**config.mk**
```make
export PLATFORM = sky130hd
export DESIGN_NAME = sat_round_fp_pipe
export DESIGN_NICKNAME = d
export VERILOG_FILES = /design/src/rtl/sat_round_fp_pipe_pkg.sv /design/src/rtl/sat_round_fp_lane.sv /design/src/rtl/sat_round_fp_pipe.sv
export SDC_FILE = /design/constraint.sdc
export NUM_CORES = 1
export LEC_CHECK = 0
export CORE_ASPECT_RATIO = 0.9
export CORE_MARGIN = 2
export CORE_UTILIZATION = 45
export CTS_CLUSTER_SIZE = 40
export DETAILED_ROUTE_END_ITERATION = 6
export GPL_TIMING_DRIVEN = 1
export PLACE_DENSITY = 0.87
export SYNTH_ARGS = -nofsm -noshare
export SYNTH_HDL_FRONTEND = slang
export SYNTH_SLANG_ARGS = --single-unit
```
**constraint.sdc**
```tcl
create_clock -name clk -period 2.85 [get_ports clk]
set_input_delay 0.57 -clock clk [delete_from_list [all_inputs] [get_ports clk]]
set_output_delay 0.57 -clock clk [all_outputs]
set_load 0.02 [all_outputs]
```
**src/rtl/sat_round_fp_pipe_pkg.sv**
```systemverilog
// Shared constants for the saturating/rounding fixed-point pipeline.
package sat_round_fp_pipe_pkg;

  typedef enum logic [1:0] {
    RND_TRUNC     = 2'b00,
    RND_HALF_UP   = 2'b01,
    RND_CONV      = 2'b10,
    RND_TRUNC_ALT = 2'b11
  } rnd_mode_e;

endpackage

```
**src/rtl/sat_round_fp_lane.sv**
```systemverilog
// One channel of the datapath: requantise S(NB_XI,NBF_XI) to S(NB_XO,NBF_XO)
// with selectable rounding, then saturate or wrap into the output range.
module sat_round_fp_lane
  import sat_round_fp_pipe_pkg::*;
#(
  parameter int NB_XI  = 20,
  parameter int NBF_XI = 12,
  parameter int NB_XO  = 8,
  parameter int NBF_XO = 6
) (
  input  logic signed [NB_XI-1:0] i_x,
  input  logic        [1:0]       i_rnd_mode,
  input  logic                    i_sat_en,
  output logic signed [NB_XO-1:0] o_y,
  output logic                    o_ovf
);

  localparam int D  = (NBF_XI > NBF_XO) ? NBF_XI - NBF_XO : 0;
  localparam int SH = (NBF_XO > NBF_XI) ? NBF_XO - NBF_XI : 0;
  localparam int EW = NB_XI + 1;
  localparam int RW = EW + SH;
  localparam int CW = ((RW > NB_XO) ? RW : NB_XO) + 1;

  localparam logic signed [EW-1:0] HALF = (D > 0) ? EW'(1 <<< ((D > 0) ? D - 1 : 0)) : '0;
  localparam logic signed [EW-1:0] MASK = EW'((1 <<< D) - 1);
  localparam logic signed [CW-1:0] MAXC = CW'((64'sd1 <<< (NB_XO - 1)) - 64'sd1);
  localparam logic signed [CW-1:0] MINC = -MAXC - CW'(1);
  localparam logic signed [NB_XO-1:0] MAXO = {1'b0, {(NB_XO-1){1'b1}}};
  localparam logic signed [NB_XO-1:0] MINO = {1'b1, {(NB_XO-1){1'b0}}};

  // One guard bit above the input keeps the rounding carry from wrapping.
  function automatic logic signed [RW-1:0] round_fn(input logic signed [NB_XI-1:0] x,
                                                     input logic [1:0] mode);
    logic signed [EW-1:0] ext, off, sum;
    ext = EW'(x);
    off = '0;
    if (mode == RND_HALF_UP) begin
      off = HALF;
    end else if (mode == RND_CONV) begin
      if (!(((ext & MASK) == HALF) && !ext[D])) off = HALF;
    end
    sum = ext + off;
    return RW'(sum >>> D) <<< SH;
  endfunction

  function automatic logic [NB_XO:0] range_fn(input logic signed [RW-1:0] r,
                                              input logic sat);
    logic signed [CW-1:0] c;
    logic                 hi, lo;
    logic [NB_XO-1:0]     y;
    c  = CW'(r);
    hi = c > MAXC;
    lo = c < MINC;
    y  = c[NB_XO-1:0];
    if (sat && hi) y = MAXO;
    if (sat && lo) y = MINO;
    return {hi | lo, y};
  endfunction

  logic [NB_XO:0] res;

  always_comb begin
    res   = range_fn(round_fn(i_x, i_rnd_mode), i_sat_en);
    o_ovf = res[NB_XO];
    o_y   = res[NB_XO-1:0];
  end

endmodule

```
**src/rtl/sat_round_fp_pipe.sv**
```systemverilog
// Two-stage valid/ready pipeline around N_CH requantisation lanes, with a
// sticky overflow flag and a saturating count of overflowed output transfers.
module sat_round_fp_pipe
  import sat_round_fp_pipe_pkg::*;
#(
  parameter int NB_XI  = 20,
  parameter int NBF_XI = 12,
  parameter int NB_XO  = 8,
  parameter int NBF_XO = 6,
  parameter int N_CH   = 2,
  parameter int NB_CNT = 16
) (
  input  logic                    clk,
  input  logic                    i_rst_n,
  input  logic                    i_valid,
  output logic                    o_ready,
  input  logic [N_CH*NB_XI-1:0]   i_data,
  input  logic [1:0]              i_rnd_mode,
  input  logic                    i_sat_en,
  input  logic                    i_clr,
  output logic                    o_valid,
  input  logic                    i_ready,
  output logic [N_CH*NB_XO-1:0]   o_data,
  output logic [N_CH-1:0]         o_ovf,
  output logic                    o_ovf_sticky,
  output logic [NB_CNT-1:0]       o_ovf_cnt
);

  logic                  s1_valid_q, s1_valid_d;
  logic                  s2_valid_q, s2_valid_d;
  logic [N_CH*NB_XI-1:0] s1_data_q;
  logic [1:0]            s1_mode_q;
  logic                  s1_sat_q;
  logic [N_CH*NB_XO-1:0] s2_data_q, lane_data;
  logic [N_CH-1:0]       s2_ovf_q, lane_ovf;
  logic                  sticky_q, sticky_d;
  logic [NB_CNT-1:0]     cnt_q, cnt_d;
  logic                  s2_free, in_xfer, out_xfer;

  assign s2_free  = !s2_valid_q || i_ready;
  assign o_ready  = !s1_valid_q || s2_free;
  assign in_xfer  = i_valid && o_ready;
  assign out_xfer = s2_valid_q && i_ready;

  always_comb begin
    s1_valid_d = o_ready ? i_valid : s1_valid_q;
    s2_valid_d = s2_free ? s1_valid_q : s2_valid_q;
    cnt_d      = cnt_q;
    sticky_d   = sticky_q;
    if (i_clr) begin
      cnt_d    = '0;
      sticky_d = 1'b0;
    end else if (out_xfer && |s2_ovf_q) begin
      sticky_d = 1'b1;
      if (cnt_q != '1) cnt_d = cnt_q + NB_CNT'(1);
    end
  end

  // Stage 1: capture sample with its rounding mode and saturate enable.
  always_ff @(posedge clk) begin
    if (in_xfer) begin
      s1_data_q <= i_data;
      s1_mode_q <= i_rnd_mode;
      s1_sat_q  <= i_sat_en;
    end
  end

  for (genvar k = 0; k < N_CH; k++) begin : g_lane
    sat_round_fp_lane #(
      .NB_XI  (NB_XI),
      .NBF_XI (NBF_XI),
      .NB_XO  (NB_XO),
      .NBF_XO (NBF_XO)
    ) u_lane (
      .i_x        (s1_data_q[k*NB_XI +: NB_XI]),
      .i_rnd_mode (s1_mode_q),
      .i_sat_en   (s1_sat_q),
      .o_y        (lane_data[k*NB_XO +: NB_XO]),
      .o_ovf      (lane_ovf[k])
    );
  end

  // Stage 2: result register; holds while downstream stalls.
  always_ff @(posedge clk or negedge i_rst_n) begin
    if (!i_rst_n) begin
      s1_valid_q <= 1'b0;
      s2_valid_q <= 1'b0;
      s2_data_q  <= '0;
      s2_ovf_q   <= '0;
      cnt_q      <= '0;
      sticky_q   <= 1'b0;
    end else begin
      s1_valid_q <= s1_valid_d;
      s2_valid_q <= s2_valid_d;
      cnt_q      <= cnt_d;
      sticky_q   <= sticky_d;
      if (s1_valid_q && s2_free) begin
        s2_data_q <= lane_data;
        s2_ovf_q  <= lane_ovf;
      end
    end
  end

  assign o_valid      = s2_valid_q;
  assign o_data       = s2_data_q;
  assign o_ovf        = s2_ovf_q;
  assign o_ovf_sticky = sticky_q;
  assign o_ovf_cnt    = cnt_q;

endmodule

```
==> summary by stage <==
Timing
Setup repair after global routing could not meet its margin everywhere. Derived from the worst setup path, the maximum achievable clock frequency is 362 MHz. The setup violation total in the final timing report is 0. Of the available clock period, the critical path in the final layout requires 0.969. The final hold violation count came to 0. In the post-route analysis, the smallest setup slack over all paths is 0.0874 ns. The max-slew violation total from the final report is 0. The max-slew headroom at the worst pin is 0.458. Clock skew on the completed layout was measured at 0.0123 ns. In the final timing run, aggregate negative setup slack is 0 ns. The actual slew at the worst max-slew pin is 0.813 ns.

The final critical delay including setup and external delays is 2.76 ns. Across all hold checks on the routed design, the worst slack comes to 0.306 ns.

Clocking
The root cell of the clock tree is clkbuf_8. The clock reaches the later pin of the worst-skew pair after 0.35 ns. The clock-pin slew on the worst setup and hold paths is 0.09 ns.

The total clock buffers created by CTS is 9. No sink is reached through more buffers than the 2 on the longest clock path. The number of hold buffers added after CTS was 0. The TritonCTS clock tree is yes. In this run the number of H-tree levels came out at 3.

CTS saw 80 sinks.

Power and ir drop
The clock network fraction of total power is 0.329. The combinational group share of total power is 0.175. The internal power is 2080 uW.

For this design the ratio of total power to cell area is 560 nW/um^2. The reported net switching power is 769 uW. The peak supply drop is 0.000335 V. Of the total power, registers draw 0.495. Of the total power, the share spent switching nets is 0.270. In this run the static leakage power is 0.00185 uW.

Die
The region available for standard cell placement spans 8070 um^2. The initial utilization of the core area, before any placement, comes to 0.463. The die footprint is 9050 um^2. The die is 100 um wide. During I/O placement, the number of pins put on the boundary was 85. The number of rows created at floorplan is 31.

The die is 90.4 um tall.

Layout
For this run, the post-layout net count is 483. The filler cell count is 639. The repair_antennas step left the layout with diodes totalling 0. Relative to the synthesized area, the layout overhead comes to 36.1%.

Of the cells placed in the final design, the portion with a size suffix greater than 1 is 0.117. The multi-input combinational cells in the finished layout cover a total of 1530 um^2. In the final layout, flip-flops and latches occupy 2220 um^2. The finished layout holds 536 standard cells, fillers aside.

Run status
The run finished with clean final reports.

Critical path
The critical path data arrival time is 2.98 ns. Along the worst path, the maximum fanout reaches 7. The critical path class is flop to flop. The required time at the endpoint of the critical path is 3.06 ns. The kind of end point of the critical path is a flop. The critical path goes through or4_4 -> o311ai_2 -> a21boi_1 -> ha_2 -> nand4_1 -> nor2_2 -> xnor2_2 -> a22oi_2 -> o31ai_4 -> o21ai_1.

The gate family responsible for the most delay along the worst path is compound AO/OA/AOI/OAI gates. The number of buffers and inverters on the critical path is 0. The cell type of the slowest stage on the worst timing path is or4_4. STA classifies the critical path startpoint as a flop. The largest single stage delay on the critical path is 0.52 ns.

Drt
The count of nets left with antenna violations once routing finished came out at 0. The met3 layer wire length in the routed design is 504 um. The number of design rule violations left after detail routing is 0.

The count of routing violations after the opening detailed-route iteration is 100. After detailed routing, the met2 layer carries 4400 um of wire. The first TritonRoute pass finished after 4 iterations. The met1 routed wirelength after detailed routing is 3520 um. After detailed routing, the average wire length per cell comes to 15.9 um.

The highest metal layer used by the detailed router is met4. The final wirelength is 8510 um. The via count is 2993.

In the routed layout, each cell is associated on average with a via count of 5.58.

GRT
The first global-routing pass estimated 13600 um of wire. The remaining global-route overflow is 0. The initial antenna violation count came to 0.

The largest net degree at the start of global routing is 43. The number of global-route vias before repair is 2998. The total global-route track usage is 0.192.

Synth
The fraction of registers with async set or reset after synthesis is 0.463. The share of synthesized area occupied by flip-flops and latches is 0.594. The flip-flop and latch count after synthesis is 80. For this run, the number of Yosys warnings is 0. The average instance in the mapped netlist occupies 11.2 um^2.

The share of the synthesized area in the top cell type is 0.346. Yosys instantiated no cell more often than edfxtp_1. Counting flops with a built-in enable in the synthesized netlist gives 43. By count the netlist is led by edfxtp_1, dfrtp_1, nor2_1, nand2_1, o21ai_0.

Yosys attributes the largest share of cell area to edfxtp_1, dfrtp_1, xnor2_1. Counting every instance in the synthesized netlist gives 333. The top flip-flop cell by instance count after synthesis is edfxtp_1. The number of different library cells in the post-synthesis netlist is 49. The number of nets handed over by synthesis was 384. The area of the mapped netlist is 3730 um^2. The cell type contributing the most total cell area after synthesis is edfxtp_1.

Placement
The sum of net half-perimeters after detailed placement is 6180 um. The total instance count after detailed placement is 517. Routability-driven placement finished with a final weighted congestion of 0.880. The count of port buffers added during placement is 84. The minimum setup slack after placement is -0.00398 ns.

Job
The count of max-cap constraint violations is 0.

Hold path
The class of the most critical hold timing path is input pin to asynchronous set/reset pin.
## registers in the layout, summed over array words and instances, names as in the netlist
| name | flops |
|---|---|
| o_ovf_cnt | 16 |
| s1_data_q | 40 |
| o_ovf | 2 |
| s1_valid_q | 1 |
| s1_mode_q | 2 |
| o_ovf_sticky | 1 |
| s1_sat_q | 1 |
| o_valid | 1 |
| o_data | 16 |
## cell families after synthesis
logic type                 Yosys count  synth area share
adders and majority gates            4            0.0127
AOI/OAI and AO/OA                   69             0.116
muxes                                5            0.0137
DFF                                 80             0.594
xor gates and xnor gates            23            0.0559
buffers and inverters               19            0.0191
and+or+nand+nor                    133             0.189
## timing repair
item	CTS	global route
setup endpoints to repair	3	10
buffers inserted	0	4
endpoints found under the hold margin	0	0
gates resized for setup	3	19
pin swaps	0	12
## power by group through the flow
stage	combinational [uW]	clock [uW]	sequential, uW
3_5_place_dp	486	0	1430
2_1_floorplan	161	0	1480
4_1_cts	489	960	1410
3_3_place_gp	474	0	1430
5_1_grt	539	1010	1420
6_report	499	938	1410
## cells in the final DEF, fill, tap and decap left out, types with 3 or more instances in the layout
cell type / instances
nand2_1: 24
nand3_1: 14
nor2_1: 31
nor4_4: 3
mux2i_1: 4
and3_1: 4
nor3_2: 3
nor4_1: 3
buf_4: 13
o21ai_0: 18
o21ai_1: 6
xor2_1: 5
clkbuf_8: 9
nand2b_1: 4
dfrtp_1: 37
nor3_1: 10
inv_1: 9
xnor2_1: 16
nand4_1: 7
and2_1: 4
clkdlybuf4s50_1: 83
a31oi_1: 3
or3_1: 11
edfxtp_1: 43
and4_1: 5
a21oi_1: 21
## layer usage
layer / GRT usage / vias to the layer above
met4: 0.0788 / 0
met2: 0.327 / 107
met3: 0.0534 / 10
li1: - / 1435
met1: 0.226 / 1441
met5: 0 / -
## metrics by stage
stage	power [uW]	utilization	area [um^2]
2_1_floorplan	1640	-	3730
3_3_place_gp	1900	0.589	4750
3_5_place_dp	1920	0.589	4750
4_1_cts	2860	0.620	5000
5_1_grt	2980	0.630	5080
6_report	2850	0.630	5080
## worst paths after layout
check	endpoint	slack [ns]	depth (start not counted)	from
setup reg to reg	o_data[11]$_DFFE_PN0P_	0.09	10	s1_data_q[26]$_DFFE_PP_
setup / recovery	o_data[11]$_DFFE_PN0P_	0.09	10	s1_data_q[26]$_DFFE_PP_
min in group clk	o_data[7]$_DFFE_PN0P_	0.49	1	o_data[7]$_DFFE_PN0P_
max in group asynchronous	o_ovf[0]$_DFFE_PN0P_	2.02	1	i_rst_n
hold reg to reg	o_data[7]$_DFFE_PN0P_	0.49	1	o_data[7]$_DFFE_PN0P_
hold / removal	o_ovf_cnt[8]$_DFFE_PN0P_	0.31	1	i_rst_n
## cell type report
cell class,instances,share of cell area
flip-flops and latches,80,0.436
multi-input cells,234,0.301
repair buffers,98,0.188
clock buffers,9,0.0244
well taps,99,0.0244
clock inverters,7,0.0202
inverters,9,0.00665
No activity file was read; power rests on OpenSTA's default activity.
